<file path="src/rtl/or1200_vlx_wrseq.sv">
// Byte write sequencer: a 4-entry byte FIFO feeding single-byte store requests,
// with an auto-incrementing address set through an SPR and an optional FF->00 stuffing pass.
// Optional feature macro: OR1200_VLX_STUFF_EN (defined: every 8'hFF is followed by an 8'h00 write).
// Ports:
//   clk_i, rst_i                  clock, async active-high reset
//   byte_valid_i, byte_i          byte offer from the packer
//   byte_ready_o                  FIFO has room (transfer on valid & ready)
//   flush_i                       one-cycle request to drain the FIFO under stall
//   spr_cs, spr_write, spr_dat_i  SPR load of the base address (idle only)
//   spr_dat_o                     current write address
//   wr_req_o, wr_addr_o, wr_dat_o byte-write request to the store unit
//   ack_i                         store unit completed the current write
//   stall_cpu_o                   hold CPU fetch
//   busy_o                        FIFO non-empty or a write in progress
module or1200_vlx_wrseq (
  input  logic        clk_i,
  input  logic        rst_i,
  input  logic        byte_valid_i,
  input  logic [7:0]  byte_i,
  output logic        byte_ready_o,
  input  logic        flush_i,
  input  logic        spr_cs,
  input  logic        spr_write,
  input  logic [31:0] spr_dat_i,
  output logic [31:0] spr_dat_o,
  output logic        wr_req_o,
  output logic [31:0] wr_addr_o,
  output logic [31:0] wr_dat_o,
  input  logic        ack_i,
  output logic        stall_cpu_o,
  output logic        busy_o
);

  localparam logic [31:0] RST_ADDR = 32'h0383C240;

`ifdef OR1200_VLX_STUFF_EN
  typedef enum logic [1:0] {
    S_IDLE,
    S_WRITE,
    S_STUFF
  } state_t;
`else
  typedef enum logic [1:0] {
    S_IDLE,
    S_WRITE
  } state_t;
`endif

  state_t      state_q;
  logic        req_q;
  logic [7:0]  dat_q;
  logic [31:0] addr_q;
  logic        flush_q;
  logic        flush_d;

  logic [7:0]  fifo_q [4];
  logic [1:0]  wptr_q;
  logic [1:0]  rptr_q;
  logic [2:0]  cnt_q;
  logic [2:0]  cnt_d;

  logic        push;
  logic        pop;
  logic        ack_act;
  logic        stuff_go;
  logic        spr_we;
  logic [7:0]  head;

  assign byte_ready_o = (cnt_q < 3'd4);
  assign push         = byte_valid_i & byte_ready_o;
  assign head         = fifo_q[rptr_q];
  assign ack_act      = ack_i & (state_q != S_IDLE);
  assign spr_we       = spr_cs & spr_write;

`ifdef OR1200_VLX_STUFF_EN
  assign stuff_go = (state_q == S_WRITE) & (dat_q == 8'hFF);
`else
  assign stuff_go = 1'b0;
`endif

  // Pop uses the registered count, so a byte pushed into an empty
  // FIFO is never popped in the same cycle.
  assign pop = (cnt_q != 3'd0) &
               ((state_q == S_IDLE) | (ack_act & ~stuff_go));

  assign cnt_d = cnt_q + {2'b00, push} - {2'b00, pop};

  assign busy_o = (cnt_q != 3'd0) | (state_q != S_IDLE);

  // Pending is armed by a flush while there is (or is about to be)
  // work, and drops at the end of the first cycle busy_o is low.
  assign flush_d = (flush_i & (busy_o | push)) | (flush_q & busy_o);

  assign stall_cpu_o = (byte_valid_i & ~byte_ready_o) | flush_q;

  assign wr_req_o  = req_q;
  assign wr_addr_o = addr_q;
  assign wr_dat_o  = {24'h000000, dat_q};
  assign spr_dat_o = addr_q;

  always_ff @(posedge clk_i or posedge rst_i) begin
    if (rst_i) begin
      for (int i = 0; i < 4; i++) begin
        fifo_q[i] <= 8'h00;
      end
      wptr_q <= 2'd0;
      rptr_q <= 2'd0;
      cnt_q  <= 3'd0;
    end else begin
      if (push) begin
        fifo_q[wptr_q] <= byte_i;
        wptr_q         <= wptr_q + 2'd1;
      end
      if (pop) begin
        rptr_q <= rptr_q + 2'd1;
      end
      cnt_q <= cnt_d;
    end
  end

  always_ff @(posedge clk_i or posedge rst_i) begin
    if (rst_i) begin
      flush_q <= 1'b0;
    end else begin
      flush_q <= flush_d;
    end
  end

  // busy_o low implies S_IDLE, so an SPR load can never collide
  // with the ack-driven increment below.
  always_ff @(posedge clk_i or posedge rst_i) begin
    if (rst_i) begin
      state_q <= S_IDLE;
      req_q   <= 1'b0;
      dat_q   <= 8'h00;
      addr_q  <= RST_ADDR;
    end else begin
      if (spr_we & ~busy_o) begin
        addr_q <= spr_dat_i;
      end
      unique case (state_q)
        S_IDLE: begin
          if (pop) begin
            state_q <= S_WRITE;
            req_q   <= 1'b1;
            dat_q   <= head;
          end
        end
`ifdef OR1200_VLX_STUFF_EN
        S_WRITE,
        S_STUFF: begin
`else
        S_WRITE: begin
`endif
          if (ack_i) begin
            addr_q <= addr_q + 32'd1;
            if (stuff_go) begin
`ifdef OR1200_VLX_STUFF_EN
              state_q <= S_STUFF;
`endif
              dat_q   <= 8'h00;
            end else if (pop) begin
              state_q <= S_WRITE;
              dat_q   <= head;
            end else begin
              state_q <= S_IDLE;
              req_q   <= 1'b0;
            end
          end
        end
        default: begin
          state_q <= S_IDLE;
          req_q   <= 1'b0;
        end
      endcase
    end
  end

endmodule
</file>
<file path="config.mk">
export PLATFORM = sky130hd
export DESIGN_NAME = or1200_vlx_wrseq
export DESIGN_NICKNAME = d
export VERILOG_FILES = /design/src/rtl/or1200_vlx_wrseq.sv
export SDC_FILE = /design/constraint.sdc
export NUM_CORES = 1
export LEC_CHECK = 0
export ABC_CLOCK_PERIOD_IN_PS = 5070
export BUFFER_PORTS_ARGS = -buffer_cell sky130_fd_sc_hd__buf_4
export CAP_MARGIN = 0
export CELL_PAD_IN_SITES_DETAIL_PLACEMENT = 1
export CELL_PAD_IN_SITES_GLOBAL_PLACEMENT = 1
export CORE_ASPECT_RATIO = 0.5
export CORE_MARGIN = 1
export CORE_UTILIZATION = 42
export DETAILED_ROUTE_END_ITERATION = 10
export PLACE_DENSITY_LB_ADDON = 0.15
export RECOVER_POWER = 25
export SLEW_MARGIN = 30
export SYNTH_ARGS = -nofsm -noshare
export SYNTH_HDL_FRONTEND = slang
export SYNTH_SLANG_ARGS = --single-unit
</file>
<file path="constraint.sdc">
create_clock -name clk_i -period 5.07 [get_ports clk_i]
set_input_delay 1.014 -clock clk_i [delete_from_list [all_inputs] [get_ports clk_i]]
set_output_delay 1.014 -clock clk_i [all_outputs]
set_load 0.02 [all_outputs]
</file>
[Word-level counts from Yosys, hierarchy flattened]
Cells that the tools add are included.
Storage, ports and cells
  register bits after elaboration: 83
  bits in latches: 0
  RAM bits: 0
  bits in read-only memories: 0
  output and inout port bits: 100
  word-level logic and storage cells: 70
  memories: 0
Cells by class
  $add $sub $neg: 5
  multipliers: 0
  div/mod/pow operators: 0
  $lt $le $gt $ge: 4
  eq/ne operators: 4
  shift-type cells: 0
  mux-type cells: 20
  bitwise logic cells: 17
  reduce and logical (&&, ||, !) cells: 8
Operators by type and width (number)
  $mux 32: 3
  $mux 8: 5
  $add 32x1->32 const B: 1
  $bwmux 32: 1
  $bmux 8 s2: 1
  $demux 8 s2: 1
  $pmux 8 s2: 1
  $and 1x1->1: 8
  $ge 3x3->1 const B: 2
  $ne 2x2->1 const B: 3
  $not 2->3: 2
  $or 1x1->1: 5
  $add 2x1->2 const B: 2
  $mux 1: 4
  $mux 2: 2
  $pmux 2 s2: 1
  $reduce_and 2->1: 2
  $reduce_bool 2->1: 2
  $add 3x1->3: 1
  $lt 3x1->1 const B: 1
  $lt 3x3->1 const B: 1
  $reduce_and 3->1: 1
  $reduce_bool 3->1: 1
  $sub 3x1->3: 1
  other kinds (5): 6

[Longest topological paths before layout]
  depth after elaboration: 7
  mapped depth: 10

[Least setup slack after synthesis]
OpenSTA, ideal clock, no wires.
  kind: in2reg
  start point: input ack_i
  end point: register cnt_q[2]
  library setup time: 128 ps
  arrival time: 2609 ps
  setup slack: 2333 ps
  stages on the path: 10
  cell sequence: inv_1 -> nand2_1 -> o31a_1 -> buf_1 -> ha_1 -> inv_1 -> ha_1 -> fa_1 -> xnor2_1 -> xnor2_1
Between the ends
  longest elaborated chain between the ends: 4
RTL lines
  start: declaration: RTL line 29  | input logic ack_i,
  $and 1x1->1: RTL line 72  | assign ack_act = ack_i & (state_q != S_IDLE);
  $or 1x1->1: RTL line 84  | ((state_q == S_IDLE) | (ack_act & ~stuff_go));
  $and 1x1->1: RTL line 83  | assign pop = (cnt_q != 3'd0) &
  named net pop: RTL line 63  | logic pop;
  $sub 3x1->3: RTL line 86  | assign cnt_d = cnt_q + {2'b00, push} - {2'b00, pop};
  named net cnt_d[2]: RTL line 60  | logic [2:0] cnt_d;
  end signal: assignment: RTL line 117  | cnt_q <= cnt_d;
  end: declaration: RTL line 59  | logic [2:0] cnt_q;
The timed path passes the listed nets, and every way through them passes these cells.
A chain may end at the register's enable or synchronous reset.

[Final worst setup path]
  start point: register cnt_q[2]
  end point: output busy_o
Between the ends
  longest elaborated chain between the ends: 2
RTL lines
  $reduce_bool 3->1: RTL line 88  | assign busy_o = (cnt_q != 3'd0) | (state_q != S_IDLE);
  $or 1x1->1: RTL line 88
  end: declaration: RTL line 31  | output logic busy_o
No other way between the ends.

==> impl_metrics.tcl <==
set metrics [dict create \
    dieArea_sq_um 11200 \
    skew_ps 7.58 \
    die_w_um 149 \
    reg2reg_setup_slack_ps 2440 \
    io_buffers 122 \
    end_kind "output port" \
    postCtsResizedCells 0 \
    hold_slack_ps 503 \
    postCtsSetupBuffers 0 \
    r2r_cells 5 \
    async_flop_share_pct 100 \
    dp_hpwl_um 7640 \
    drtPass1Iterations 4 \
    drv_slew 43 \
    critPathMaxFanout 5 \
    routed_wirelength_um 11100 \
    fmax_ghz 0.353 \
    worst_pin_slew_ps 1950 \
    powerDensity_nw_per_um2 667 \
    vias 3476 \
    violations "capacitance limit, slew limit" \
    clkLatencyLatePin_ps 350 \
    maxCapViolations 1 \
    grt_pass1_wl_um 17500 \
    rows 26 \
    drive_above_1_share_pct 37.8 \
    gp_congestion 0.798 \
    critPathLaunchType "flop" \
    hp-class "flop to flop" \
    synthDistinctLibCells 47 \
    rr_endpoint "spr_dat_o[19]" \
    netlist_instances 421 \
    outcome "finished with violations" \
    fin_crit_ps 2830 \
    io_pins 147 \
    r2r_start "cnt_q[2]" \
    vdd_drop_max_mv 0.226 \
    start_util_pct 43.7 \
    cts_buffers 9 \
    hold_buffers 0 \
    n_antenna_cell 0 \
    grt-ovfl-total 0 \
    leakage_nw 2.44 \
    fin_nets 562 \
    setup_viol 0 \
    htreeDepth 3 \
    antenna_found_initial 0 \
    ys.flop_type "dfrtp_1" \
    clock_sinks 82 \
    synth_area_per_cell_sq_um 10.7 \
    drc 0 \
    clk_pin_slew_ps 60 \
    grt_max_degree 43 \
    critical_path_arrival_ps 1820 \
    synth_edf_count 0 \
    max-slew-margin-rel_pct -30.8 \
    tritoncts "yes" \
    clockRootBuffer "clkbuf_16" \
    hold_depth 1 \
    ys_seq_area_share_pct 45.6 \
    track_usage_pct 20.4 \
    via_per_inst 5.34 \
    finalHoldViolations 0 \
    fin_tns_setup_ps 0 \
    finish.instance_area_sq_um 5490 \
    finalCritPeriodShare_pct 55.8 \
    core_sq_um 10300 \
    crit_type "flop to output port" \
    crit_start "cnt_q[2]" \
    crit_end "busy_o" \
    wire_per_inst_um 17.0 \
    place_area_sq_um 5220 \
    syn_to_final_growth_pct 21.4 \
    synth_warnings 0 \
    drtIter0Drc 90 \
    synth_area_sq_um 4520 \
    synth-seq-cells 82 \
    crit_required_ps 4060 \
    detail-route-antenna-nets 0 \
    first_global_vias 3438 \
    die_y_um 75.4 \
    rsz0062_at_grt "no" \
    cts_buffer_depth 2 \
]
## cells by family (layout without fill, tap and decap cells)
kind of cell             count (synthesis)  count (layout)  share of synthesized area, %
AND/OR/NAND/NOR                        111             111                          12.8
buffers and inverters                   89             156                          12.4
flip-flops                              82              82                          45.6
AO/OA/AOI/OAI                           75              75                          11.4
multiplexers                            48              48                          13.9
adder cells (fa/ha/maj)                  9               9                          2.65
XOR/XNOR                                 6               6                          1.16
other                                    1              24                        0.0829
## sequential cells by signal (all words and copies together) (netlist names)
signal / cells
cnt_q: 3
wptr_q: 2
fifo_q: 32
rptr_q: 2
state_q: 1
wr_req_o: 1
flush_q: 1
dat_q: 8
spr_dat_o: 32
## Yosys cell counts, types with 4 or more instances
cell      instances  share of area, %
inv_1            15               1.2
nand3_1           9               1.0
dfstp_2           9               5.2
a211oi_1          9               1.5
nand4_1           8               1.1
o22ai_1          10               1.4
a31oi_1           4              0.55
nor3_1            7              0.77
xnor2_1           4              0.77
o21ai_0          11               1.2
a21oi_1          18               2.0
nand2_1          29               2.4
a311oi_1          5              0.97
mux4_2            8               4.0
buf_4            59               9.8
clkbuf_1         10              0.83
mux2_2           40                10
and3_1           11               1.5
and4_1            4              0.77
o221a_2           6               1.5
nor2_1           27               2.2
dfrtp_1          73                40
ha_1              8               2.2
## metal layers
layer	vias up	track usage [%]	wire (um)
li1	1617	-	-
met1	1756	25.5	5040
met2	93	36.2	5350
met3	10	5.69	597
met4	0	4.20	95
met5	-	0	0
## worst min path at each step
| stage | start | endpoint | slack [ps] |
|---|---|---|---|
| finish | fifo_q[19] | fifo_q[19] | 500 |
| global route | fifo_q[13] | fifo_q[13] | 520 |
| CTS | fifo_q[26] | fifo_q[26] | 510 |
| detailed placement | fifo_q[27] | fifo_q[27] | 490 |
| global placement | fifo_q[6] | fifo_q[6] | 480 |
| floorplan | fifo_q[10] | fifo_q[10] | 470 |
## where the power goes
| part | internal [mW] | switching (mW) |
|---|---|---|
| clock network | 0.439 | 0.280 |
| registers | 0.985 | 0.322 |
| logic | 0.769 | 0.868 |
## worst max-delay path, stage by stage (launching register included)
cell	delay [ps]
dfrtp_1	430
nor4_1	730
inv_1	130
buf_4	190
## metrics by stage
stage / std cells / power, mW / utilization (%) / setup WS, ps
after global placement: 635 / 2.95 / 50.5 / 2140
after floorplan: 444 / 2.52 / - / 1960
after global routing: 651 / 3.91 / 53.1 / 2130
after detailed placement: 635 / 3.01 / 50.5 / 2080
after CTS: 651 / 3.75 / 53.6 / 2250
final: 651 / 3.66 / 53.1 / 2240
## layout by cell type (no fill, tap or decap), types with 2 or more instances in the layout
master / instances
buf_4: 108
dfrtp_1: 73
mux2_2: 40
nand2_1: 29
nor2_1: 27
conb_1: 24
a21oi_1: 18
clkbuf_1: 16
inv_1: 14
and3_1: 11
o21ai_0: 11
o22ai_1: 10
nand3_1: 9
a211oi_1: 9
clkbuf_16: 9
dfstp_2: 9
mux4_2: 8
nand4_1: 8
ha_1: 8
nor3_1: 7
o221a_2: 6
a311oi_1: 5
and4_1: 4
a31oi_1: 4
xnor2_1: 4
o31a_1: 3
and2_1: 3
a41o_1: 3
nor4_1: 2
or4_1: 2
or3_1: 2
o32ai_1: 2
xor2_1: 2
clkinv_4: 2
bufinv_16: 2
clkbuf_4: 2
## final cells by class
type                    count  area, sq um
clock buffers              10          229
clock inverters             6         97.6
fillers                  1144         4850
inverters                  15         57.6
multi-input cells         273         1990
flip-flops and latches     82         2060
well taps                 140          175
repair buffers            125          882
(Power assumes the default switching activity.)
